===== src/rtl/mem_arb_pkg.sv =====
// Shared types and constants for the two-requester memory arbiter.
//   state_t      : arbiter FSM states (IDLE -> REQ -> RESP -> IDLE)
//   owner_t      : which requester owns the in-flight transaction
//   LastOwnerRst : reset value of last_owner; IFU so that LSU wins the first tie
package mem_arb_pkg;

  typedef enum logic [1:0] {
    IDLE,
    REQ,
    RESP
  } state_t;

  typedef enum logic {
    OWN_IFU,
    OWN_LSU
  } owner_t;

  localparam owner_t LastOwnerRst = OWN_IFU;

endpackage


===== src/rtl/rr_pick2.sv =====
// Combinational two-way round-robin picker.
//   req0, req1 : request lines
//   last       : 0 = requester 0 was served last, 1 = requester 1 was served last
//   gnt0, gnt1 : one-hot (or zero) grant; on a tie the requester not served last wins
module rr_pick2 (
  input  logic req0,
  input  logic req1,
  input  logic last,
  output logic gnt0,
  output logic gnt1
);

  always_comb begin
    gnt0 = req0 & (~req1 | last);
    gnt1 = req1 & (~req0 | ~last);
  end

endmodule


===== src/rtl/mem_arbiter.sv =====
// Shares one memory port between the instruction fetch unit (read-only) and the
// load/store unit (read/write). One transaction is in flight at a time; ties are
// broken round-robin against the previous owner.
//   clk, rst            : clock, asynchronous active-high reset
//   ifu_req_*           : IFU read request (valid/ready, addr)
//   ifu_resp_*          : IFU response (valid/ready, data)
//   lsu_req_*           : LSU request (valid/ready, addr, wen, wdata, wmask)
//   lsu_resp_*          : LSU response (valid/ready, data)
//   mem_req_*           : request to the memory slave, payload held from latched copy
//   mem_resp_*          : response from the memory slave
module mem_arbiter
  import mem_arb_pkg::*;
#(
  parameter int unsigned ADDR_W = 32,
  parameter int unsigned DATA_W = 32
) (
  input  logic                clk,
  input  logic                rst,

  input  logic                ifu_req_valid,
  output logic                ifu_req_ready,
  input  logic [ADDR_W-1:0]   ifu_req_addr,
  output logic                ifu_resp_valid,
  input  logic                ifu_resp_ready,
  output logic [DATA_W-1:0]   ifu_resp_data,

  input  logic                lsu_req_valid,
  output logic                lsu_req_ready,
  input  logic [ADDR_W-1:0]   lsu_req_addr,
  input  logic                lsu_req_wen,
  input  logic [DATA_W-1:0]   lsu_req_wdata,
  input  logic [DATA_W/8-1:0] lsu_req_wmask,
  output logic                lsu_resp_valid,
  input  logic                lsu_resp_ready,
  output logic [DATA_W-1:0]   lsu_resp_data,

  output logic                mem_req_valid,
  input  logic                mem_req_ready,
  output logic [ADDR_W-1:0]   mem_req_addr,
  output logic                mem_req_wen,
  output logic [DATA_W-1:0]   mem_req_wdata,
  output logic [DATA_W/8-1:0] mem_req_wmask,
  input  logic                mem_resp_valid,
  output logic                mem_resp_ready,
  input  logic [DATA_W-1:0]   mem_resp_data
);

  localparam int unsigned MaskW = DATA_W / 8;

  state_t              state_q, state_d;
  owner_t              owner_q, owner_d;
  owner_t              last_owner_q, last_owner_d;
  logic [ADDR_W-1:0]   addr_q, addr_d;
  logic                wen_q, wen_d;
  logic [DATA_W-1:0]   wdata_q, wdata_d;
  logic [MaskW-1:0]    wmask_q, wmask_d;

  logic gnt_ifu, gnt_lsu;

  rr_pick2 u_pick (
    .req0 (ifu_req_valid),
    .req1 (lsu_req_valid),
    .last (last_owner_q == OWN_LSU),
    .gnt0 (gnt_ifu),
    .gnt1 (gnt_lsu)
  );

  always_comb begin
    state_d        = state_q;
    owner_d        = owner_q;
    last_owner_d   = last_owner_q;
    addr_d         = addr_q;
    wen_d          = wen_q;
    wdata_d        = wdata_q;
    wmask_d        = wmask_q;
    ifu_req_ready  = 1'b0;
    lsu_req_ready  = 1'b0;
    mem_req_valid  = 1'b0;
    mem_resp_ready = 1'b0;
    ifu_resp_valid = 1'b0;
    lsu_resp_valid = 1'b0;

    unique case (state_q)
      IDLE: begin
        // rst gating keeps every ready low while reset is held, even with a
        // requester asserting valid against the (already reset) IDLE state.
        ifu_req_ready = gnt_ifu & ~rst;
        lsu_req_ready = gnt_lsu & ~rst;
        if (gnt_lsu) begin
          owner_d = OWN_LSU;
          addr_d  = lsu_req_addr;
          wen_d   = lsu_req_wen;
          wdata_d = lsu_req_wdata;
          wmask_d = lsu_req_wmask;
          state_d = REQ;
        end else if (gnt_ifu) begin
          owner_d = OWN_IFU;
          addr_d  = ifu_req_addr;
          wen_d   = 1'b0;
          wdata_d = '0;
          wmask_d = '0;
          state_d = REQ;
        end
      end
      REQ: begin
        mem_req_valid = 1'b1;
        if (mem_req_ready) begin
          state_d = RESP;
        end
      end
      RESP: begin
        if (owner_q == OWN_LSU) begin
          mem_resp_ready = lsu_resp_ready;
          lsu_resp_valid = mem_resp_valid;
        end else begin
          mem_resp_ready = ifu_resp_ready;
          ifu_resp_valid = mem_resp_valid;
        end
        if (mem_resp_valid && mem_resp_ready) begin
          last_owner_d = owner_q;
          state_d      = IDLE;
        end
      end
      default: begin
        state_d = IDLE;
      end
    endcase
  end

  always_ff @(posedge clk or posedge rst) begin
    if (rst) begin
      state_q      <= IDLE;
      owner_q      <= OWN_IFU;
      last_owner_q <= LastOwnerRst;
      addr_q       <= '0;
      wen_q        <= 1'b0;
      wdata_q      <= '0;
      wmask_q      <= '0;
    end else begin
      state_q      <= state_d;
      owner_q      <= owner_d;
      last_owner_q <= last_owner_d;
      addr_q       <= addr_d;
      wen_q        <= wen_d;
      wdata_q      <= wdata_d;
      wmask_q      <= wmask_d;
    end
  end

  // Payload comes straight from the latched copy so it stays stable across stalls.
  assign mem_req_addr  = addr_q;
  assign mem_req_wen   = wen_q;
  assign mem_req_wdata = wdata_q;
  assign mem_req_wmask = wmask_q;

  // Data is broadcast; only the valids are steered to the owner.
  assign ifu_resp_data = mem_resp_data;
  assign lsu_resp_data = mem_resp_data;

endmodule


===== config.mk =====
export PLATFORM = sky130hd
export DESIGN_NAME = mem_arbiter
export DESIGN_NICKNAME = d
export VERILOG_FILES = /design/src/rtl/mem_arb_pkg.sv /design/src/rtl/rr_pick2.sv /design/src/rtl/mem_arbiter.sv
export SDC_FILE = /design/constraint.sdc
export NUM_CORES = 1
export LEC_CHECK = 0
export ABC_CLOCK_PERIOD_IN_PS = 3400
export CORE_ASPECT_RATIO = 1.1
export CORE_MARGIN = 3
export CORE_UTILIZATION = 34
export DETAILED_ROUTE_END_ITERATION = 10
export PLACE_DENSITY_LB_ADDON = 0.25
export REMOVE_ABC_BUFFERS = 1
export SLEW_MARGIN = 20
export SYNTH_ARGS = -nofsm -noshare
export SYNTH_HDL_FRONTEND = slang
export SYNTH_SLANG_ARGS = --single-unit

===== constraint.sdc =====
create_clock -name clk -period 3.4 [get_ports clk]
set_input_delay 0.85 -clock clk [delete_from_list [all_inputs] [get_ports clk]]
set_output_delay 0.85 -clock clk [all_outputs]
set_load 0.05 [all_outputs]

# Yosys cells after proc, flatten, opt, wreduce, memory -nomap -nowiden
# Index checks and enable logic that the tools add are counted.
# op_classes
n_mux,24
bitwise_logic,10
n_eq_ne,5
reduce_logical,6
# op_table
cell,n
32-bit 2-to-1 mux,4
1-bit 2-to-1 mux,13
2-bit 2-to-1 mux,4
4-bit 2-to-1 mux,2
2-bit case mux with 3 select lines,1
1-bit bitwise AND,4
2-bit != test (second input constant),2
1-bit inverter,4
2-bit AND reduction,2
3-bit != test (second input constant),1
3-bit AND reduction,1
2-bit by 1-bit equality test with 1-bit output (second input constant),1
2-bit equality test (second input constant),1
2-bit zero test,1
1-bit bitwise OR,2
2-bit nonzero test,1
1-bit logical AND,1
# word_totals
in_bits,141
reg_bits,73
word_cells,52
output_inout_bits,139

# Depth between registers and ports, before layout
# logic_depth
ltp_word,6
ltp_mapped,6
ltp_nobuf,4

# By module
# A second synthesis with hierarchy kept.
# hier_totals
cells_unflattened,277
area_unflattened_um2,3638.5
# modules_own_cells
mod,area_per_inst_um2,cells_each,n_inst,seq_area_each_um2
mem_arbiter,3619.7,274,1,1826.8
rr_pick2,18.8,3,1,0.0

# Least setup slack after synthesis
# Ideal clock, no wire load.
# synth_timing
path_type,input to output
from,input lsu_req_valid
to,output lsu_req_ready
required_time_ps,2550
path_slack_ps,-202
path_buffers,2
arrival_time_ps,2752
path_stages,4
cell_sequence,a21bo_1 buf_6 buf_6 nor4_1
# synth_via
elab_chain_cells,3
# synth_rtl
item,line,rtl
from (decl),mem_arbiter.sv:27,"input logic lsu_req_valid,"
1-bit bitwise AND,rr_pick2.sv:15,gnt1 = req1 & (~req0 | ~last);
1-bit bitwise AND,mem_arbiter.sv:88,lsu_req_ready = gnt_lsu & ~rst;
1-bit 2-to-1 mux,mem_arbiter.sv:83,unique case (state_q)
to (decl),mem_arbiter.sv:28,"output logic lsu_req_ready,"
# Every way passes these cells.

# Worst setup path in the final report
# Ends and elaborated chain as after synthesis.

==> flow_metrics.tcl <==
set metrics [dict create \
    path_class "in -> out" \
    io_pins 280 \
    power_frac_clock_pct 14.0 \
    yosysWarnings 0 \
    portBuffers 183 \
    irDropWorstVdd_v 0.000497 \
    cts_setup_buffers 0 \
    antenna_found_initial 0 \
    grt_pass1_vias 2782 \
    setup_viol 0 \
    cts.path.max_buffers 2 \
    place_congestion 0.802 \
    synth.yosys.seq_area_share_pct 50.7 \
    ys_async_sr_fraction_pct 100 \
    crit_path_end_kind "primary output" \
    syn_area_sq_um 3600 \
    cp_slowest_cell "clkdlybuf4s50_1" \
    rsz0062_at_grt "no" \
    gr-total-overflow 0 \
    utilization_pct 52.9 \
    clock_sinks 73 \
    slew_headroom_pct 63.5 \
    cts_tree "built" \
    min_path_type "reg -> reg" \
    switching_share_pct 46.5 \
    die_area_sq_um 11900 \
    drv_cap 0 \
    synth_edf_count 0 \
    power_frac_seq_pct 27.3 \
    dp.cells 529 \
    synth_area_leaders "dfrtp_1 (51%), buf_4 (14%), mux2_2 (11%)" \
    drt_iter0_markers 110 \
    ys_ff_latch 73 \
    hold_viol_final 0 \
    layout-drive-gt1-share_pct 15.8 \
    post-route-period-util_pct 91.1 \
    outcome "finished clean" \
    fmax_mhz 323 \
    min_from "mem_req_addr[19]" \
    diodes 0 \
    cp_num_cells 4 \
    post-place-ws_ps 326 \
    die_y_microns 114 \
    crit_chain "clkdlybuf4s50_1 > a21bo_1 > nor4_1 > buf_12" \
    crit_start "lsu_req_valid" \
    synth_common_cells "dfrtp_1 (73), buf_4 (66), a22o_1 (37)" \
    cts_root_buf "clkbuf_8" \
    crit_family "buffers and inverters" \
    internal_power_uw 2910 \
    slowest_delay_ps 550 \
    grt_max_degree 71 \
    insertion_delay_ps 340 \
    layout.cells.non_filler 545 \
    hpwl_microns 10600 \
    numCtsBuffers 9 \
    switchingPower_uw 2530 \
    total_power_uw 5440 \
    tightest_slew_ps 546 \
    fin_ws_ps 303 \
    netlist_instances 280 \
    final_area_sq_um 5330 \
    grt_pass1_wl_microns 18700 \
    core_sq_um 10100 \
    fin_skew_ps 11.0 \
    die_w_microns 104 \
    ant_nets 0 \
    track_usage_pct 21.8 \
    crit_arrival_ps 2250 \
    cts_hold_buf 0 \
    r2r_cells 4 \
    power_leakage_uw 0.00223 \
    yosysTopAreaCell "dfrtp_1" \
    avgSynthCellArea_sq_um 12.9 \
    final_max_slew_viol_count 0 \
    clk_pin_slew_ps 70 \
    reg2reg_from "last_owner_q" \
    vias 2631 \
    rows 38 \
    combinationalPowerShare_pct 58.8 \
    worstPathRequired_ps 2550 \
    synth_cell_types 24 \
    synth_flop_cell "dfrtp_1" \
    synth_top_area_share_pct 50.7 \
    start_util_pct 35.7 \
    cts-resized-gates 0 \
    yosysMostFrequentCell "dfrtp_1" \
    fin_crit_ps 3100 \
    cp_max_fo 3 \
    drt-total-wl_microns 12900 \
    crit_path_start_kind "primary input" \
    reg2reg_slack_ps 1650 \
    area_growth_pct 48.0 \
    path_buf_inv 2 \
    wl_per_cell_microns 23.7 \
    firstDrtPassIters 6 \
    h-tree-depth 3 \
    drc_errors 0 \
    crit_path_end "lsu_req_ready" \
    nets 541 \
    vias_per_cell 4.83 \
    place_area_sq_um 5100 \
    p_per_area_nw_per_um2 1020 \
    reg2reg_to "mem_req_addr[24]" \
]
==> worst min-delay path by stage <==
| stage | endpoint | slack [ps] | cells after the start |
|---|---|---|---|
| finish | mem_req_addr[19] | 510 | 1 |
| global route | mem_req_addr[20] | 520 | 1 |
| CTS | mem_req_addr[19] | 510 | 1 |
| detailed placement | mem_req_wdata[15] | 490 | 1 |
| global placement | mem_req_addr[21] | 490 | 1 |
| floorplan | last_owner_q | 510 | 2 |
==> layout by cell type, fill, tap and decap left out, types with 3 or more instances in the layout <==
cell type | Yosys | final
buf_12 | 0 | 3
nand2_1 | 4 | 4
a22o_1 | 37 | 37
dfrtp_1 | 73 | 73
nor2b_1 | 3 | 3
nor2_1 | 3 | 3
buf_4 | 66 | 7
clkbuf_8 | 0 | 9
inv_6 | 0 | 3
clkdlybuf4s50_1 | 0 | 178
mux2_1 | 29 | 29
mux2_2 | 35 | 35
==> kinds of logic (layout without fill, tap and decap cells) <==
logic type	Yosys count	count (layout)	share of synthesized area, %
buf+inv	82	207	16.5
flops	73	73	50.7
mux	65	65	20.3
compound gates	44	44	10.2
simple gates	16	16	2.29
==> worst reg2reg max path, stage by stage, from the launching register on <==
cell and delay (ps):
dfrtp_1 410, a21bo_1 160, buf_4 400, mux2_2 410, mux2_2 260
==> power groups by stage <==
stage                     registers (uW)  logic (uW)  clock network, uW
final                               1480        3200                759
after global routing                1540        3330                825
after CTS                           1490        3230                785
after detailed placement            1490        3230                  0
after global placement              1490        3200                  0
after floorplan                     2800         783                  0
==> layout make-up <==
cell class / count / area (sq um)
multi-input combinational: 125 / 1200
clock inverter: 7 / 101
sequential: 73 / 1830
timing repair buffer: 188 / 1890
tap: 140 / 175
inverter: 3 / 11.3
fill: 905 / 4750
clock buffer: 9 / 124
==> stage by stage <==
step	setup TNS [ps]	hold slack [ps]
final	0	506
after global routing	0	523
after CTS	0	511
after detailed placement	0	491
after global placement	0	487
after floorplan	-46850	508
==> per-layer routing <==
layer	wire length (microns)	up-vias	global-route usage, %
met3	2320	20	18.1
met2	6100	229	35.0
met1	4200	1214	20.8
met4	270	2	6.83
met5	46	-	5.04
li1	-	1166	-
==> state kept, by name, summed over array words and instances, names as in the netlist <==
signal,count
mem_req_wdata,32
mem_req_addr,32
owner_q,1
state_q,2
mem_req_wmask,4
last_owner_q,1
mem_req_wen,1
(Power assumes the default switching activity.)
